<file path="config.mk">
export PLATFORM = sky130hd
export DESIGN_NAME = lamp_driver
export DESIGN_NICKNAME = d
export VERILOG_FILES = /design/src/rtl/lamp_pkg.sv /design/src/rtl/lamp_dir_check.sv /design/src/rtl/lamp_driver.sv
export SDC_FILE = /design/constraint.sdc
export NUM_CORES = 1
export LEC_CHECK = 0
export ABC_CLOCK_PERIOD_IN_PS = 1730
export CAP_MARGIN = 40
export CELL_PAD_IN_SITES_DETAIL_PLACEMENT = 1
export CELL_PAD_IN_SITES_GLOBAL_PLACEMENT = 1
export CORE_UTILIZATION = 35
export DETAILED_ROUTE_END_ITERATION = 12
export PLACE_DENSITY = 0.8
export SYNTH_ARGS = -nofsm -noshare
export SYNTH_HDL_FRONTEND = slang
export SYNTH_SLANG_ARGS = --single-unit
</file>
<file path="constraint.sdc">
create_clock -name clk -period 1.73 [get_ports clk]
set_input_delay 0.2595 -clock clk [delete_from_list [all_inputs] [get_ports clk]]
set_output_delay 0.2595 -clock clk [all_outputs]
set_load 0.01 [all_outputs]
</file>
<file path="src/rtl/lamp_pkg.sv">
// lamp_pkg: shared light-bus types for the traffic controller, the lamp driver
// and their benches.
//   light_t : 2-bit light code (GREEN/YELLOW/RED; 2'b11 is illegal)
//   state_t : lamp driver states (RUN, FAULT)
//   fault_t : latched fault cause codes
package lamp_pkg;

    typedef enum logic [1:0] {
        GREEN  = 2'b00,
        YELLOW = 2'b01,
        RED    = 2'b10
    } light_t;

    typedef enum logic {
        RUN   = 1'b0,
        FAULT = 1'b1
    } state_t;

    typedef enum logic [1:0] {
        FLT_ILLEGAL   = 2'd0,
        FLT_CONFLICT  = 2'd1,
        FLT_SKIP_YEL  = 2'd2,
        FLT_SHORT_YEL = 2'd3
    } fault_t;

    // The one code value with no light_t member
    localparam logic [1:0] CODE_ILLEGAL = 2'b11;

    function automatic logic is_red(input logic [1:0] code);
        return code == RED;
    endfunction

endpackage

</file>
<file path="src/rtl/lamp_dir_check.sv">
// lamp_dir_check: per-direction front end of the lamp driver.
// Registers the incoming light code, counts how long the registered code
// has been YELLOW, and flags unsafe transitions of the incoming code.
// Ports:
//   clk       in  1  clock, rising edge
//   reset     in  1  synchronous, active-low
//   code      in  2  light code from the controller
//   clr_cnt   in  1  clear the yellow counter (FAULT exit)
//   code_q    out 2  registered light code
//   illegal   out 1  incoming code is 2'b11
//   skip_yel  out 1  incoming RED while registered code is GREEN
//   short_yel out 1  incoming RED after fewer than MIN_YEL yellow cycles
module lamp_dir_check
    import lamp_pkg::*;
#(
    parameter int MIN_YEL = 5
) (
    input  logic       clk,
    input  logic       reset,
    input  logic [1:0] code,
    input  logic       clr_cnt,
    output logic [1:0] code_q,
    output logic       illegal,
    output logic       skip_yel,
    output logic       short_yel
);

    localparam int CW = $clog2(MIN_YEL + 1);

    if (MIN_YEL < 1) begin : g_bad_min_yel
        $error("lamp_dir_check: MIN_YEL must be at least 1");
    end

    // yel_cnt equals the number of cycles code_q has shown YELLOW so far,
    // including the current one, saturating at MIN_YEL.
    logic [CW-1:0] yel_cnt;

    always_ff @(posedge clk) begin
        if (!reset) begin
            code_q  <= RED;
            yel_cnt <= '0;
        end else begin
            code_q <= code;
            if (clr_cnt || code != YELLOW) begin
                yel_cnt <= '0;
            end else if (yel_cnt != CW'(MIN_YEL)) begin
                yel_cnt <= yel_cnt + 1'b1;
            end
        end
    end

    always_comb begin
        illegal   = (code == CODE_ILLEGAL);
        skip_yel  = is_red(code) && (code_q == GREEN);
        short_yel = is_red(code) && (code_q == YELLOW) && (yel_cnt < CW'(MIN_YEL));
    end

endmodule

</file>
<file path="src/rtl/lamp_driver.sv">
// lamp_driver: receiving end of the traffic controller light bus.
// Decodes la/lb into lamp outputs with one cycle of latency and acts as an
// independent safety monitor: any illegal or unsafe pattern latches FAULT,
// which forces both directions to red until fault_clr is given with both
// buses showing RED.
// Optional feature macro: LAMP_FLASH_EN -- red lamps flash in FAULT with a
// half-period of FLASH_HALF cycles; otherwise they are steady on.
// Ports:
//   clk        in  1  clock, rising edge
//   reset      in  1  synchronous, active-low
//   la, lb     in  2  street A / B light codes
//   fault_clr  in  1  leave FAULT (only when la == lb == RED)
//   a_grn/a_yel/a_red, b_grn/b_yel/b_red  out 1  lamp drives
//   fault      out 1  high while in FAULT
//   fault_code out 2  cause of the latched fault
module lamp_driver
    import lamp_pkg::*;
#(
    parameter int MIN_YEL    = 5,
    parameter int FLASH_HALF = 4
) (
    input  logic       clk,
    input  logic       reset,
    input  logic [1:0] la,
    input  logic [1:0] lb,
    input  logic       fault_clr,
    output logic       a_grn,
    output logic       a_yel,
    output logic       a_red,
    output logic       b_grn,
    output logic       b_yel,
    output logic       b_red,
    output logic       fault,
    output logic [1:0] fault_code
);

    if (FLASH_HALF < 1) begin : g_bad_flash_half
        $error("lamp_driver: FLASH_HALF must be at least 1");
    end

    state_t     state;
    logic [1:0] la_q, lb_q;
    logic       a_illegal, a_skip, a_short;
    logic       b_illegal, b_skip, b_short;
    logic       conflict;
    logic       hit;
    fault_t     hit_code;
    logic       exit_ok;
    logic       red_fault;

    assign exit_ok = (state == FAULT) && fault_clr && is_red(la) && is_red(lb);

    lamp_dir_check #(.MIN_YEL(MIN_YEL)) u_dir_a (
        .clk       (clk),
        .reset     (reset),
        .code      (la),
        .clr_cnt   (exit_ok),
        .code_q    (la_q),
        .illegal   (a_illegal),
        .skip_yel  (a_skip),
        .short_yel (a_short)
    );

    lamp_dir_check #(.MIN_YEL(MIN_YEL)) u_dir_b (
        .clk       (clk),
        .reset     (reset),
        .code      (lb),
        .clr_cnt   (exit_ok),
        .code_q    (lb_q),
        .illegal   (b_illegal),
        .skip_yel  (b_skip),
        .short_yel (b_short)
    );

    assign conflict = !is_red(la) && !is_red(lb);

    // Priority encode; A/B order within a class does not change the code.
    always_comb begin
        hit      = 1'b1;
        hit_code = FLT_ILLEGAL;
        if (a_illegal || b_illegal) begin
            hit_code = FLT_ILLEGAL;
        end else if (conflict) begin
            hit_code = FLT_CONFLICT;
        end else if (a_skip || b_skip) begin
            hit_code = FLT_SKIP_YEL;
        end else if (a_short || b_short) begin
            hit_code = FLT_SHORT_YEL;
        end else begin
            hit = 1'b0;
        end
    end

    // The offending code is captured into la_q/lb_q on the same edge that
    // enters FAULT, so the decode below never displays it.
    always_ff @(posedge clk) begin
        if (!reset) begin
            state      <= RUN;
            fault      <= 1'b0;
            fault_code <= FLT_ILLEGAL;
        end else begin
            case (state)
                RUN: begin
                    if (hit) begin
                        state      <= FAULT;
                        fault      <= 1'b1;
                        fault_code <= hit_code;
                    end
                end
                FAULT: begin
                    if (exit_ok) begin
                        state <= RUN;
                        fault <= 1'b0;
                    end
                end
                default: begin
                    state <= FAULT;
                    fault <= 1'b1;
                end
            endcase
        end
    end

`ifdef LAMP_FLASH_EN
    localparam int FW = $clog2(FLASH_HALF + 1);

    logic [FW-1:0] flash_cnt;
    logic          flash_on;

    // Held at its start value throughout RUN so FAULT always begins lit.
    always_ff @(posedge clk) begin
        if (!reset || state == RUN) begin
            flash_cnt <= '0;
            flash_on  <= 1'b1;
        end else if (flash_cnt == FW'(FLASH_HALF - 1)) begin
            flash_cnt <= '0;
            flash_on  <= !flash_on;
        end else begin
            flash_cnt <= flash_cnt + 1'b1;
        end
    end

    assign red_fault = flash_on;
`else
    assign red_fault = 1'b1;
`endif

    always_comb begin
        a_grn = 1'b0;
        a_yel = 1'b0;
        a_red = 1'b0;
        b_grn = 1'b0;
        b_yel = 1'b0;
        b_red = 1'b0;
        if (state == FAULT) begin
            a_red = red_fault;
            b_red = red_fault;
        end else begin
            a_grn = (la_q == GREEN);
            a_yel = (la_q == YELLOW);
            a_red = (la_q == RED);
            b_grn = (lb_q == GREEN);
            b_yel = (lb_q == YELLOW);
            b_red = (lb_q == RED);
        end
    end

endmodule
</file>
After elaboration in Yosys (flattened, before gate mapping) --
Index checks and enable logic that the tools add are counted.
Cells by class: multiply operators 0, equality and inequality tests 14, divide/modulo/power cells 0, $add $sub $neg 2, order comparisons 2, reduce and logical (&&, ||, !) cells 23, shifts and indexed selects 0, bitwise operators 2, multiplexer cells 20
Operator list (number):
- $mux W1 | 14
- $eq A2 B2 Y1 const B | 6
- $logic_and A1 B1 Y1 | 10
- $mux W2 | 4
- $add A3 B1 Y3 const B | 2
- $lt A3 B3 Y1 const B | 2
- $ne A2 B1 Y1 const B | 3
- $ne A3 B3 Y1 const B | 2
- $logic_or A1 B1 Y1 | 5
- $eq A2 B1 Y1 const B | 2
- $logic_not A2 Y1 | 2
- $pmux W1 S2 | 2
- $reduce_and A2 Y1 | 2
- $reduce_or A2 Y1 | 2
- $logic_not A1 Y1 | 2
- $ne A2 B2 Y1 const B | 1
- $not A1 Y1 | 2
Storage, ports and cells: input port bits 7, output and inout bits 9, register bits after elaboration 14, bits in read-only memories 0, latch bits 0, bits in writable memories 0, memories kept 0, logic and storage cells 70

Depth between registers and ports, before layout --
word-level depth 10, mapped depth 5

Hierarchy --
Synthesis repeated with hierarchy kept, for this count alone.
Second synthesis, totals: cells, all modules 82, area, all modules 734.5 µm²
By module, submodules not included:
- lamp_dir_check | area an instance 237.7 µm², instances 2, cells each 24, sequential area each 100.1 µm²
- lamp_driver | area an instance 259.0 µm², instances 1, cells each 34, sequential area each 80.1 µm²

Worst setup path before layout --
OpenSTA, ideal clock, no wires.
kind reg-to-reg, start register u_dir_a.code_q[1], end register fault_code[0], arrival 1.229 ns, setup time 0.116 ns, path buffers 0, stages on the path, launching flop included 6, setup slack 0.385 ns, period minus slack after synthesis 1.345 ns, cell sequence dfxtp_1 nor3b_2 a22oi_1 a21o_1 and3_1 a41o_1
On the way: cells in the longest elaborated chain, start to end 9
RTL lines:
- start: declaration | RTL line lamp_dir_check.sv:22 | output logic [1:0] code_q,
- start signal: assignment | RTL line lamp_dir_check.sv:43 | code_q <= code;
- $eq A2 B1 Y1 | RTL line lamp_dir_check.sv:55 | short_yel = is_red(code) && (code_q == YELLOW) && (yel_cnt < CW'(MIN_YEL));
- $logic_and A1 B1 Y1 (2 in a row) | RTL line lamp_dir_check.sv:55
- $logic_or A1 B1 Y1 | RTL line lamp_driver.sv:87 | end else if (a_short || b_short) begin
- $mux W1 | RTL line lamp_driver.sv:87
- $mux W1 | RTL line lamp_driver.sv:85 | end else if (a_skip || b_skip) begin
- $mux W1 | RTL line lamp_driver.sv:83 | end else if (conflict) begin
- $mux W1 | RTL line lamp_driver.sv:81 | if (a_illegal || b_illegal) begin
- $reduce_and A2 Y1 (no source line)
- end signal: assignment | RTL line lamp_driver.sv:107 | fault_code <= hit_code;
- end: declaration | RTL line lamp_driver.sv:34 | output logic [1:0] fault_code
Several ways; a longest one is shown, not always the timed one. A chain may end at the register's enable or synchronous reset.

Worst setup path in the final report --
start register u_dir_b.code_q[1], end output port b_grn
On the way: cells in the longest elaborated chain, start to end 2
RTL lines:
- start: declaration | RTL line lamp_dir_check.sv:22
- start signal: assignment | RTL line lamp_dir_check.sv:43
- $logic_not A2 Y1 | RTL line lamp_driver.sv:162 | b_grn = (lb_q == GREEN);
- $mux W1 | RTL line lamp_driver.sv:155 | if (state == FAULT) begin
- end: declaration | RTL line lamp_driver.sv:30 | output logic b_grn,
Every way passes these cells.

==> results.json <==
{
  "outcome": "completed",
  "die_h_um": 47.34,
  "final_cells": 130,
  "powerDensity_mw_per_mm2": 666.9,
  "cts_buffers": 3,
  "slew_viol_final": 0,
  "synth.top_cell.area_share_pct": 38.96,
  "arrival_ns": 1.43,
  "crit_fanout": 4,
  "die_area_mm2": 0.002241,
  "fin_util_pct": 49.87,
  "required_ns": 1.47,
  "min_path_type": "input pin to flip-flop",
  "grt_pass1_wl_um": 2760,
  "place_inst": 127,
  "ys_ff_latch": 14,
  "grt_max_degree": 12,
  "avgSynthCellArea_um2": 8.774,
  "rsz0062_at_grt": "false",
  "cpPeakStageDelay_ns": 0.57,
  "cts_max_path_buffers": 2,
  "io_pins": 16,
  "detail_route.wl_per_cell_um": 12.77,
  "worstPathCellList": "nor3_1 -> clkdlybuf4s50_1",
  "synthTopCellsByArea": "dfxtp_1, ha_1, nor2_1",
  "io_buffers": 15,
  "synth_nets": 93,
  "worst-path-buf-inv": 1,
  "dr_total_vias": 675,
  "firstDrtPassIters": 4,
  "synthCells": 82,
  "grtUsageTotal_pct": 18.33,
  "timing.final.crit_period_ns": 1.685,
  "core-area_mm2": 0.001942,
  "nets": 116,
  "yosys.cell_types.count": 25,
  "worst-slew-pin-transition_ns": 0.3645,
  "hold_viol_final": 0,
  "start_util_pct": 37.05,
  "fin_worst_skew_ns": 0.002435,
  "drc_errors": 0,
  "end_kind": "output pin",
  "synth.most_common_cell": "dfxtp_1",
  "synth_area_um2": 719.4,
  "yosys-top-cells-count": "dfxtp_1, nor2_1, nand2_1",
  "ir_worst_vdd_uv": 363.4,
  "wl_um": 1660,
  "drtIter0Drc": 7,
  "synth_seq_area_share_pct": 38.96,
  "cts_tree": "done",
  "root_buffer": "clkbuf_4",
  "synth_area_leader_cell": "dfxtp_1",
  "areaGrowthSynthToFinish_pct": 34.61,
  "dp_hpwl_um": 1315,
  "overflow": 0,
  "period_share_pct": 97.43,
  "final-setup-viol-count": 0,
  "path_class": "flip-flop to output pin",
  "cts.sinks": 14,
  "path_clk_slew_ns": 0.08,
  "die_x_um": 47.34,
  "crit_family": "buffers and inverters",
  "gp_congestion": 0.7589,
  "cpMaxStageDelayCell": "clkdlybuf4s50_1",
  "maxCapViolCount": 0,
  "maxSlewHeadroom_pct": 75.63,
  "fmax_ghz": 0.5933,
  "antenna_found_initial": 0,
  "ys.flop_type": "dfxtp_1",
  "power_leakage_nw": 0.4248,
  "row_count": 16,
  "h-tree-depth": 1,
  "vias_per_cell": 5.192,
  "async_flop_share_pct": 0,
  "synth_edf_count": 0,
  "grt_pass1_vias": 636,
  "cts_setup_buffers": 0,
  "cp-start-kind": "flip-flop",
  "synth_warnings": 0,
  "clkLatencyLatePin_ns": 0.28,
  "diodes": 0,
  "layout-drive-gt1-share_pct": 13.59,
  "ant_nets": 0
}
kinds of logic (layout without fill, tap and decap cells):
logic type      after synthesis  after routing  synth area share, %
fa+ha+maj                     4              4                6.957
compound gates               19             19                20.00
simple gates                 36             36                28.00
xor+xnor                      2              2                2.435
buf+inv                       7             28                3.653
flops                        14             14                38.96
worst paths after layout:
check	from	to	slack, ns	depth (start not counted)
max	u_dir_b.code_q[1]	b_grn	0.04	2
min reg2reg	fault	fault	0.48	2
max reg2reg	u_dir_a.yel_cnt[0]	fault_code[0]	0.26	5
min	la[1]	u_dir_a.code_q[1]	0.31	2
placed cells by master, fill, tap and decap left out, drive strengths merged:
cell and n:
a21o 3, xnor2 2, nor2 9, clkdlybuf4s50 11, ha 4, o211a 1, nand3b 2, nor3b 2
o221a 1, buf 5, nor3 6, inv 5, or4b 1, o211ai 2, nand4b 2, o311a 1
and3 1, a22oi 3, a21boi 1, and2 2, dlymetal6s2s 2, nand2b 4, nand2 7, dfxtp 14
a41o 1, dlygate4sd2 2, clkbuf 3, a211oi 2, o21ai 4
layer usage:
metal / share of wire, % / vias to the layer above / global-route usage, %
met2: 46 / 10 / 28.77
met4: 0.90 / 0 / 8.571
met3: 2.8 / 2 / 4.615
li1: - / 343 / -
met5: 0 / - / 0
met1: 50 / 320 / 23.43
state kept, by name (all words and copies together), names as in the netlist:
| name | flops |
|---|---|
| u_dir_b.code_q | 2 |
| state | 1 |
| u_dir_a.yel_cnt | 3 |
| u_dir_b.yel_cnt | 3 |
| fault_code | 2 |
| fault | 1 |
| u_dir_a.code_q | 2 |
area by class of cell:
class / instances / area, µm²
repair buffers: 20 / 190.2
clock buffers: 3 / 22.52
multi-input cells: 61 / 419.2
fillers: 240 / 973.4
inverters: 5 / 18.77
well taps: 27 / 33.78
flip-flops and latches: 14 / 284.0
per-stage QoR:
| step | total power, mW | worst slack [ns] | hold WS [ns] | cell area (µm²) | TNS (ns) |
|---|---|---|---|---|---|
| detailed placement | 0.4660 | -0.2186 | 0.4715 | 933.4 | -0.2186 |
| CTS | 0.6562 | 0.02865 | 0.4853 | 954.7 | 0 |
| finish | 0.6459 | 0.04453 | 0.3069 | 968.4 | 0 |
| global route | 0.6841 | 0.003171 | 0.3210 | 968.4 | 0 |
| global placement | 0.4631 | -0.1524 | 0.4749 | 933.4 | -0.1524 |
| floorplan | 0.4045 | 0.3848 | 0.3610 | 719.4 | 0 |
where the power goes:
group	total [mW]	switching (mW)	internal (mW)	leakage, nW
Sequential	0.355	0.0178	0.337	0.116
Clock	0.186	0.106	0.0807	0.0138
Combinational	0.105	0.0436	0.0613	0.295
Total	0.646	0.167	0.479	0.425
timing repair:
action / in CTS / in global routing
pin swaps: 0 / 0
hold buffers: 0 / 0
endpoints found under the setup margin: 6 / 4
resized for setup: 3 / 6
Power figures use the tool's default switching activity.
